===== src/rtl/graph_pkg.sv =====
// Shared SSSP graph-pipeline types and small lane helpers.
// Pure declarations: no logic, no latency, no flow control.
// Used by blocks that consume the four per-lane edge-pipeline outputs.
package graph_pkg;

    localparam int LANES    = 4;
    localparam int UPDATE_W = 64;

    typedef logic [UPDATE_W-1:0] update_t;

    // Number of set bits in a lane-valid vector, 0..4.
    function automatic logic [2:0] lane_popcount(input logic [3:0] v);
        logic [2:0] n;
        n = 3'd0;
        for (int k = 0; k < 4; k++) begin
            n = n + {2'b00, v[k]};
        end
        return n;
    endfunction

    // MSB-first thermometer: the downstream line buffer accepts only these five codes.
    function automatic logic [3:0] count_to_thermo(input logic [2:0] n);
        logic [3:0] t;
        case (n)
            3'd0:    t = 4'b0000;
            3'd1:    t = 4'b1000;
            3'd2:    t = 4'b1100;
            3'd3:    t = 4'b1110;
            3'd4:    t = 4'b1111;
            default: t = 4'b0000;
        endcase
        return t;
    endfunction

endpackage


===== src/rtl/update_compactor.sv =====
// Left-packs the valid lanes of four pipeline updates, preserving lane order.
// Latency: 1 cycle, registered outputs; end-of-stream flag delayed alongside.
// No backpressure: a new group is accepted every cycle.
module update_compactor
    import graph_pkg::lane_popcount;
    import graph_pkg::count_to_thermo;
#(
    parameter int DATA_W = 64,
    parameter int LANES  = 4
) (
    input  logic              clk,
    input  logic              rst,
    input  logic              last_input_in,
    input  logic [3:0]        word_in_valid,
    input  logic [DATA_W-1:0] word_in [4],
    output logic              last_input_out,
    output logic [3:0]        word_out_valid,
    output logic [DATA_W-1:0] word_out [4]
);

    logic [DATA_W-1:0] next_word [4];
    logic [3:0]        next_valid;
    logic [2:0]        slot;

    // Invalid lanes are never selected, so X on their data cannot reach the outputs.
    always_comb begin
        for (int j = 0; j < 4; j++) begin
            next_word[j] = '0;
        end
        slot = 3'd0;
        for (int k = 0; k < 4; k++) begin
            if (word_in_valid[k]) begin
                next_word[slot[1:0]] = word_in[k];
                slot = slot + 3'd1;
            end
        end
        next_valid = count_to_thermo(lane_popcount(word_in_valid));
    end

    always_ff @(posedge clk) begin
        if (rst) begin
            last_input_out <= 1'b0;
            word_out_valid <= 4'b0000;
            for (int j = 0; j < 4; j++) begin
                word_out[j] <= '0;
            end
        end else begin
            last_input_out <= last_input_in;
            word_out_valid <= next_valid;
            for (int j = 0; j < 4; j++) begin
                word_out[j] <= next_word[j];
            end
        end
    end

endmodule


===== config.mk =====
export PLATFORM = sky130hd
export DESIGN_NAME = update_compactor
export DESIGN_NICKNAME = d
export VERILOG_FILES = /design/src/rtl/graph_pkg.sv /design/src/rtl/update_compactor.sv
export SDC_FILE = /design/constraint.sdc
export NUM_CORES = 1
export LEC_CHECK = 0
export CORE_ASPECT_RATIO = 0.5
export CORE_MARGIN = 2
export CORE_UTILIZATION = 25
export CTS_BUF_LIST = sky130_fd_sc_hd__clkbuf_8
export CTS_CLUSTER_DIAMETER = 50
export DETAILED_ROUTE_END_ITERATION = 6
export GPL_TIMING_DRIVEN = 0
export PLACE_DENSITY_LB_ADDON = 0.15
export SYNTH_ARGS = -nofsm -noshare
export SYNTH_HDL_FRONTEND = slang
export SYNTH_SLANG_ARGS = --single-unit

===== constraint.sdc =====
create_clock -name clk -period 2.55 [get_ports clk]
set_input_delay 0.51 -clock clk [delete_from_list [all_inputs] [get_ports clk]]
set_output_delay 0.51 -clock clk [all_outputs]
set_load 0.02 [all_outputs]

==> flow_summary.ini, run 1 <==
[worst_setup_path]
criticalPathCategory = input port to flip-flop
worstPathArrival_ns = 2.94
required_ns = 3.02
crit_path_start_kind = input port
worstPathMaxFanout = 10
crit_path_end_kind = flip-flop

[layout]
nets = 1977
instances_no_fill = 2332
mostFrequentLayoutCell = clkdlybuf4s50_1
nFillCells = 4430
area_delta_synth_final_pct = 62.8
stdcell_area_mm2 = 0.0183
final_core_util_pct = 41.6
drive_gt1_share_pct = 9.55
layout_common_cells = clkdlybuf4s50_1 (522), dfxtp_1 (261), nand2_1 (131)

[placement]
io_buffers = 523
dp_hpwl_mm = 43.3
dp_slack_ns = -1.82
place_congestion = 0.839
dp.cells = 2243
place_area_mm2 = 0.0172

[global_routing]
grt_pass1_wl_mm = 82.7
antenna_found_initial = 5
grt_pass1_vias = 11615
grt_usage_pct = 24.0
grt_max_degree = 11
globalRouteOverflowTotal = 0

[clock_network]
cts_buffers = 43
cts_sinks = 261
cts_hold_buf = 0
cts.htree.levels = 2
cts_buffer_depth = 3
clkTransAtPathRegs_ns = 0.07
cts_tree = built
cts-root-buf = clkbuf_8

[power]
p_sw_share_pct = 29.9
ir_worst_vdd_v = 0.000295
p_int_mw = 7.58
power.switching_mw = 3.23
clkPwrFrac_pct = 36.4
p_comb_share_pct = 22.9
p_leak_nw = 6.88
power_density_mw_per_mm2 = 592
p_total_mw = 10.8
seq_power_share_pct = 40.7

[synth]
yosys_warnings = 0
synth_xor_area_share_pct = 0
synthAdderAreaFrac_pct = 0.625
synthesis.area_mm2 = 0.0112
synth_compound_area_share_pct = 25.0
synth_top_family_by_area = compound AO/OA/AOI/OAI gates
syn_nets = 1400
yosys.area_share.simple_pct = 15.9
synth_cell_types = 34
synth.mux.area_fraction_pct = 5.71
synthCells = 1132
postSynthAreaPerCell_um2 = 9.91
synth-seq-area-share_pct = 46.6
postSynthRegisterBits = 261

[detailed_routing]
ant_nets = 0
vias_per_cell = 5.06
vias = 11796
routed_wl_mm = 58.2
wire_per_inst_um = 25.0
remaining_drc_errors = 0
drt_iter0_markers = 750
first_pass_iters = 7

[timing]
rsz0062_at_grt = no
max_freq_mhz = 405
maxSlewHeadroom_pct = 44.5
slew_viol_final = 0
period_share_pct = 96.9
tightest_slew_ns = 0.832
hold_viol_final = 0
fin_crit_ns = 2.47
fin_ws_ns = 0.0792
setup_viol = 0

[run_status]
outcome = completed

[floorplan]
die-area_mm2 = 0.0467
initial_core_util_pct = 25.5
core_mm2 = 0.0439
die_w_um = 304
io_pins = 524
die_h_um = 154
num_rows = 54

[worst_hold_path]
hp-class = input port to flip-flop
worstHoldPathCells = 3

[flow_run]
cap_violations = 0
final timing paths:
| kind | start | endpoint |
|---|---|---|
| worst max-delay path | word_in_valid[1] | word_out[99] |
| worst min-delay path | word_in[139] | word_out[139] |
stage by stage:
step           setup TNS (ns)  hold WS (ns)
2_1_floorplan               0         0.635
3_3_place_gp          -413.76          1.15
3_5_place_dp          -413.63          1.14
4_1_cts                     0         0.501
5_1_grt                     0         0.527
6_report                    0         0.541
critical path, cell delays in order:
cell and delay (ns):
clkdlybuf4s50_1 0.58, ha_1 0.34, and3b_1 0.24, buf_2 0.30, clkbuf_1 0.52, nand2_1 0.14
mux2i_2 0.29
state kept, by name (all words and copies together) (netlist names):
name and cells:
last_input_out 1, word_out 256, word_out_valid 4
power groups by stage:
stage	sequential (mW)	clock (mW)	combinational, mW
final	4.39	3.94	2.47
after global routing	4.41	4.20	2.59
after CTS	4.39	4.04	2.47
after detailed placement	4.48	0	2.44
after global placement	4.48	0	2.45
after floorplan	4.80	0	0.727
cell usage after synthesis:
cell type,instances,area share (%)
and3b_1,2,0.16
fa_1,1,0.18
ha_1,4,0.45
nor4b_2,1,0.13
nand3_1,65,2.9
nand3b_1,2,0.13
inv_1,2,0.067
nor2b_1,2,0.11
a21oi_1,67,3.0
a32o_1,65,5.8
clkbuf_1,74,2.5
buf_6,22,2.2
buf_1,10,0.33
buf_2,13,0.58
buf_4,7,0.47
nor3b_1,2,0.13
nand4b_1,1,0.078
a22oi_1,1,0.067
or3b_1,1,0.078
o21ai_0,2,0.089
a22o_1,63,4.9
or2_2,1,0.056
a311oi_4,1,0.23
nor2_1,2,0.067
dfxtp_1,261,47
nand2_1,131,4.4
and2_1,4,0.22
nand2b_1,130,7.3
a221o_1,63,5.6
nand4bb_1,1,0.10
or3_4,1,0.10
a311oi_1,64,5.0
a21oi_4,2,0.29
mux2i_1,64,5.7
cell families after synthesis:
group                    after synthesis
adder cells (fa/ha/maj)                5
AO/OA/AOI/OAI                        328
AND/OR/NAND/NOR                      346
buffers and inverters                128
multiplexers                          64
flip-flops                           261
routing by layer:
| metal | part of all wire [%] | up-vias | routed length [um] | track usage, % |
|---|---|---|---|---|
| met5 | 0 | - | 0 | 0 |
| met3 | 4.6 | 109 | 2700 | 3.79 |
| met1 | 42 | 5874 | 24200 | 29.7 |
| met2 | 50 | 395 | 29300 | 42.0 |
| li1 | - | 5418 | - | - |
| met4 | 3.4 | 0 | 2000 | 8.43 |
area by class of cell:
cell class	instances	area, um2	share of cell area [%]
antenna	5	12.5	0.0685
buffer	126	767	4.20
clock buffer	59	812	4.45
clock inverter	16	73.8	0.404
inverter	2	7.51	0.0411
multi-input combinational	743	5310	29.1
sequential	261	5230	28.6
tap	588	736	4.03
timing repair buffer	532	5310	29.1
repair_timing:
action	in CTS	in global routing
resized for setup	40	30
pin swaps	3	0
endpoints found under the setup margin	256	100
endpoints found under the hold margin	0	0
setup buffers	9	0
gates cloned	0	0
No activity file was read; power rests on OpenSTA's default activity.
==> run 2: changes to the inputs <==
- GPL_ROUTABILITY_DRIVEN: unset -> 0
==> results of run 2 <==
Final layout, timing and power as in run 1 (identical DEF).
==> run 3: changes to the inputs <==
- ABC_AREA: unset -> 1
==> flow_summary.ini, run 3 <==
[synth]
netlist_top_cells_area = dfxtp_1 (39%), nand2_1 (19%), nor2_1 (12%), nand3_1 (6.3%), inv_1 (5.6%)
postSynthAreaPerCell_um2 = 6.16
async_flop_share_pct = 0
syn_nets = 2441
synth_top_family_by_area = simple AND/OR/NAND/NOR gates
postSynthRegisterBits = 261
ys_top_cells_by_count = nand2_1 (680), nor2_1 (417), dfxtp_1 (261)
synth.mux.area_fraction_pct = 0
synth_top_area_share_pct = 39.0
synthCells = 2173
synth_compound_area_share_pct = 6.46
synth_flop_cell = dfxtp_1
yosys.area_share.simple_pct = 42.2
synth-seq-area-share_pct = 39.0
yosysMostFrequentCell = nand2_1
synth_cell_types = 26
synthAdderAreaFrac_pct = 0.523
yosys.area.top_type = dfxtp_1
synth_xor_area_share_pct = 0
synthesis.area_mm2 = 0.0134
yosys_warnings = 0
synth_edf_count = 0

[layout]
area_delta_synth_final_pct = 53.6
top_regs = word_out x256, word_out_valid x4, last_input_out x1
stdcell_area_mm2 = 0.0206
nFillCells = 5796
layout_common_cells = nand2_1 (680), clkdlybuf4s50_1 (520), nor2_1 (416)
final_core_util_pct = 39.2
mostFrequentLayoutCell = nand2_1
top_register = word_out
drive_gt1_share_pct = 5.98
largest_reg_flops = 256
nets = 3009

[worst_setup_path]
crit_path_max_incr_delay_ns = 0.43
crit_path_start_kind = input port
worstPathMaxFanout = 17
crit_path_end_kind = flip-flop
cp_top_family = buffers and inverters
cp_cell_sequence = clkdlybuf4s15_2 -> clkinv_2 -> ha_1 -> buf_4 -> nor2_4 -> nor2_8 -> nand3_2 -> buf_4 -> buf_6 -> nor2_1 -> nor2_1
criticalPathCategory = input port to flip-flop
worstPathArrival_ns = 2.97
required_ns = 3.04
cp_slowest_cell = ha_1
path_buf_inv = 5

[global_routing]
grt_pass1_vias = 15768
grt_pass1_wl_mm = 98.4
globalRouteOverflowTotal = 0
grt_max_degree = 28
grt_usage_pct = 23.5
antenna_found_initial = 9

[timing]
tightest_slew_ns = 0.969
slew_viol_final = 0
tns_ns = 0
rsz0062_at_grt = no
holdWs_ns = 0.435
maxSlewHeadroom_pct = 35.4
period_share_pct = 96.9
fin_crit_ns = 2.47
hold_viol_final = 0
max_freq_mhz = 405
setup_viol = 0

[power]
ir_worst_vdd_v = 0.000271
power.switching_mw = 3.96
p_comb_share_pct = 26.8
p_sw_share_pct = 33.3
p_leak_nw = 9.42
power_density_mw_per_mm2 = 578
clkPwrFrac_pct = 35.8
seq_power_share_pct = 37.3
p_total_mw = 11.9
p_int_mw = 7.92

[clock_network]
cts_tree = built
cts_buffer_depth = 3
cts-root-buf = clkbuf_8
cts.htree.levels = 2
clkTransAtPathRegs_ns = 0.06
cts_setup_buffers = 0
cts_buffers = 46
cts_sinks = 261
cts_hold_buf = 0

[detailed_routing]
vias = 16305
wire_per_inst_um = 19.8
remaining_drc_errors = 0
first_pass_iters = 5
ant_nets = 0
routed_wl_mm = 68.9
vias_per_cell = 4.68
drt_iter0_markers = 1109

[worst_hold_path]
hp-class = input port to flip-flop

[floorplan]
initial_core_util_pct = 25.5
die_w_um = 331
num_rows = 59
io_pins = 524
core_mm2 = 0.0524
die-area_mm2 = 0.0555
die_h_um = 168

[run_status]
outcome = completed

[placement]
io_buffers = 522
dp_hpwl_mm = 53.4
place_area_mm2 = 0.0195

[flow_run]
cap_violations = 0
## run 3: cell types whose count changed in the layout (fill, tap and decap cells not counted), sizes merged, moves of 65 or more
cell    before  now
a32o        65    0
a311oi      65    0
nand3       65  171
inv         11  210
nand2b     130    0
nand2      131  682
nor2         2  421
nand4        0   94
## run 3: logic make-up (layout without fill, tap and decap cells)
kind of cell,count (synthesis),in the layout
flops,261,261
compound gates,163,163
simple gates,1369,1369
other cells,0,10
buf+inv,375,977
fa+ha+maj,5,5
## run 3: path summary, 6_finish.rpt
| kind | startpoint | to | slack (ns) | cells after the start |
|---|---|---|---|---|
| max | word_in_valid[0] | word_out[172] | 0.08 | 11 |
| min | last_input_in | last_input_out | 0.43 | 3 |
## run 3: power groups by stage
stage               combinational, mW  sequential, mW  clock (mW)
floorplan                        1.21            4.86           0
CTS                              3.18            4.44        4.36
global placement                 3.15            4.53           0
detailed placement               3.16            4.53           0
global route                     3.43            4.46        4.56
finish                           3.19            4.44        4.25
## run 3: repair_timing
action,in CTS,in global routing
cloned,0,1
hold endpoints to repair,0,0
setup endpoints to repair,256,225
gates resized for setup,16,11
## run 3: metal layers
| metal | vias to the layer above | global-route usage [%] | part of all wire (%) |
|---|---|---|---|
| met2 | 546 | 43.4 | 52 |
| met1 | 7683 | 26.2 | 39 |
| met4 | 0 | 11.5 | 4.5 |
| met5 | - | 0 | 0 |
| met3 | 154 | 4.26 | 5.1 |
| li1 | 7922 | - | - |
## run 3: layout make-up
| type | instances | area, um2 | share of cell area (%) |
|---|---|---|---|
| multi-input combinational | 1537 | 6580 | 32.0 |
| timing repair buffer | 523 | 5250 | 25.6 |
| sequential | 261 | 5230 | 25.4 |
| tap | 701 | 877 | 4.27 |
| buffer | 169 | 860 | 4.18 |
| clock buffer | 62 | 853 | 4.15 |
| inverter | 203 | 763 | 3.71 |
| clock inverter | 20 | 123 | 0.596 |
| antenna | 10 | 25.0 | 0.122 |
## run 3: stage by stage
| stage | cells | setup slack (ns) |
|---|---|---|
| after CTS | 3475 | 0.0152 |
| after global routing | 3485 | 0.0404 |
| after detailed placement | 3396 | -1.58 |
| final | 3486 | 0.0783 |
| after floorplan | 2173 | 0.115 |
| after global placement | 3396 | -1.56 |
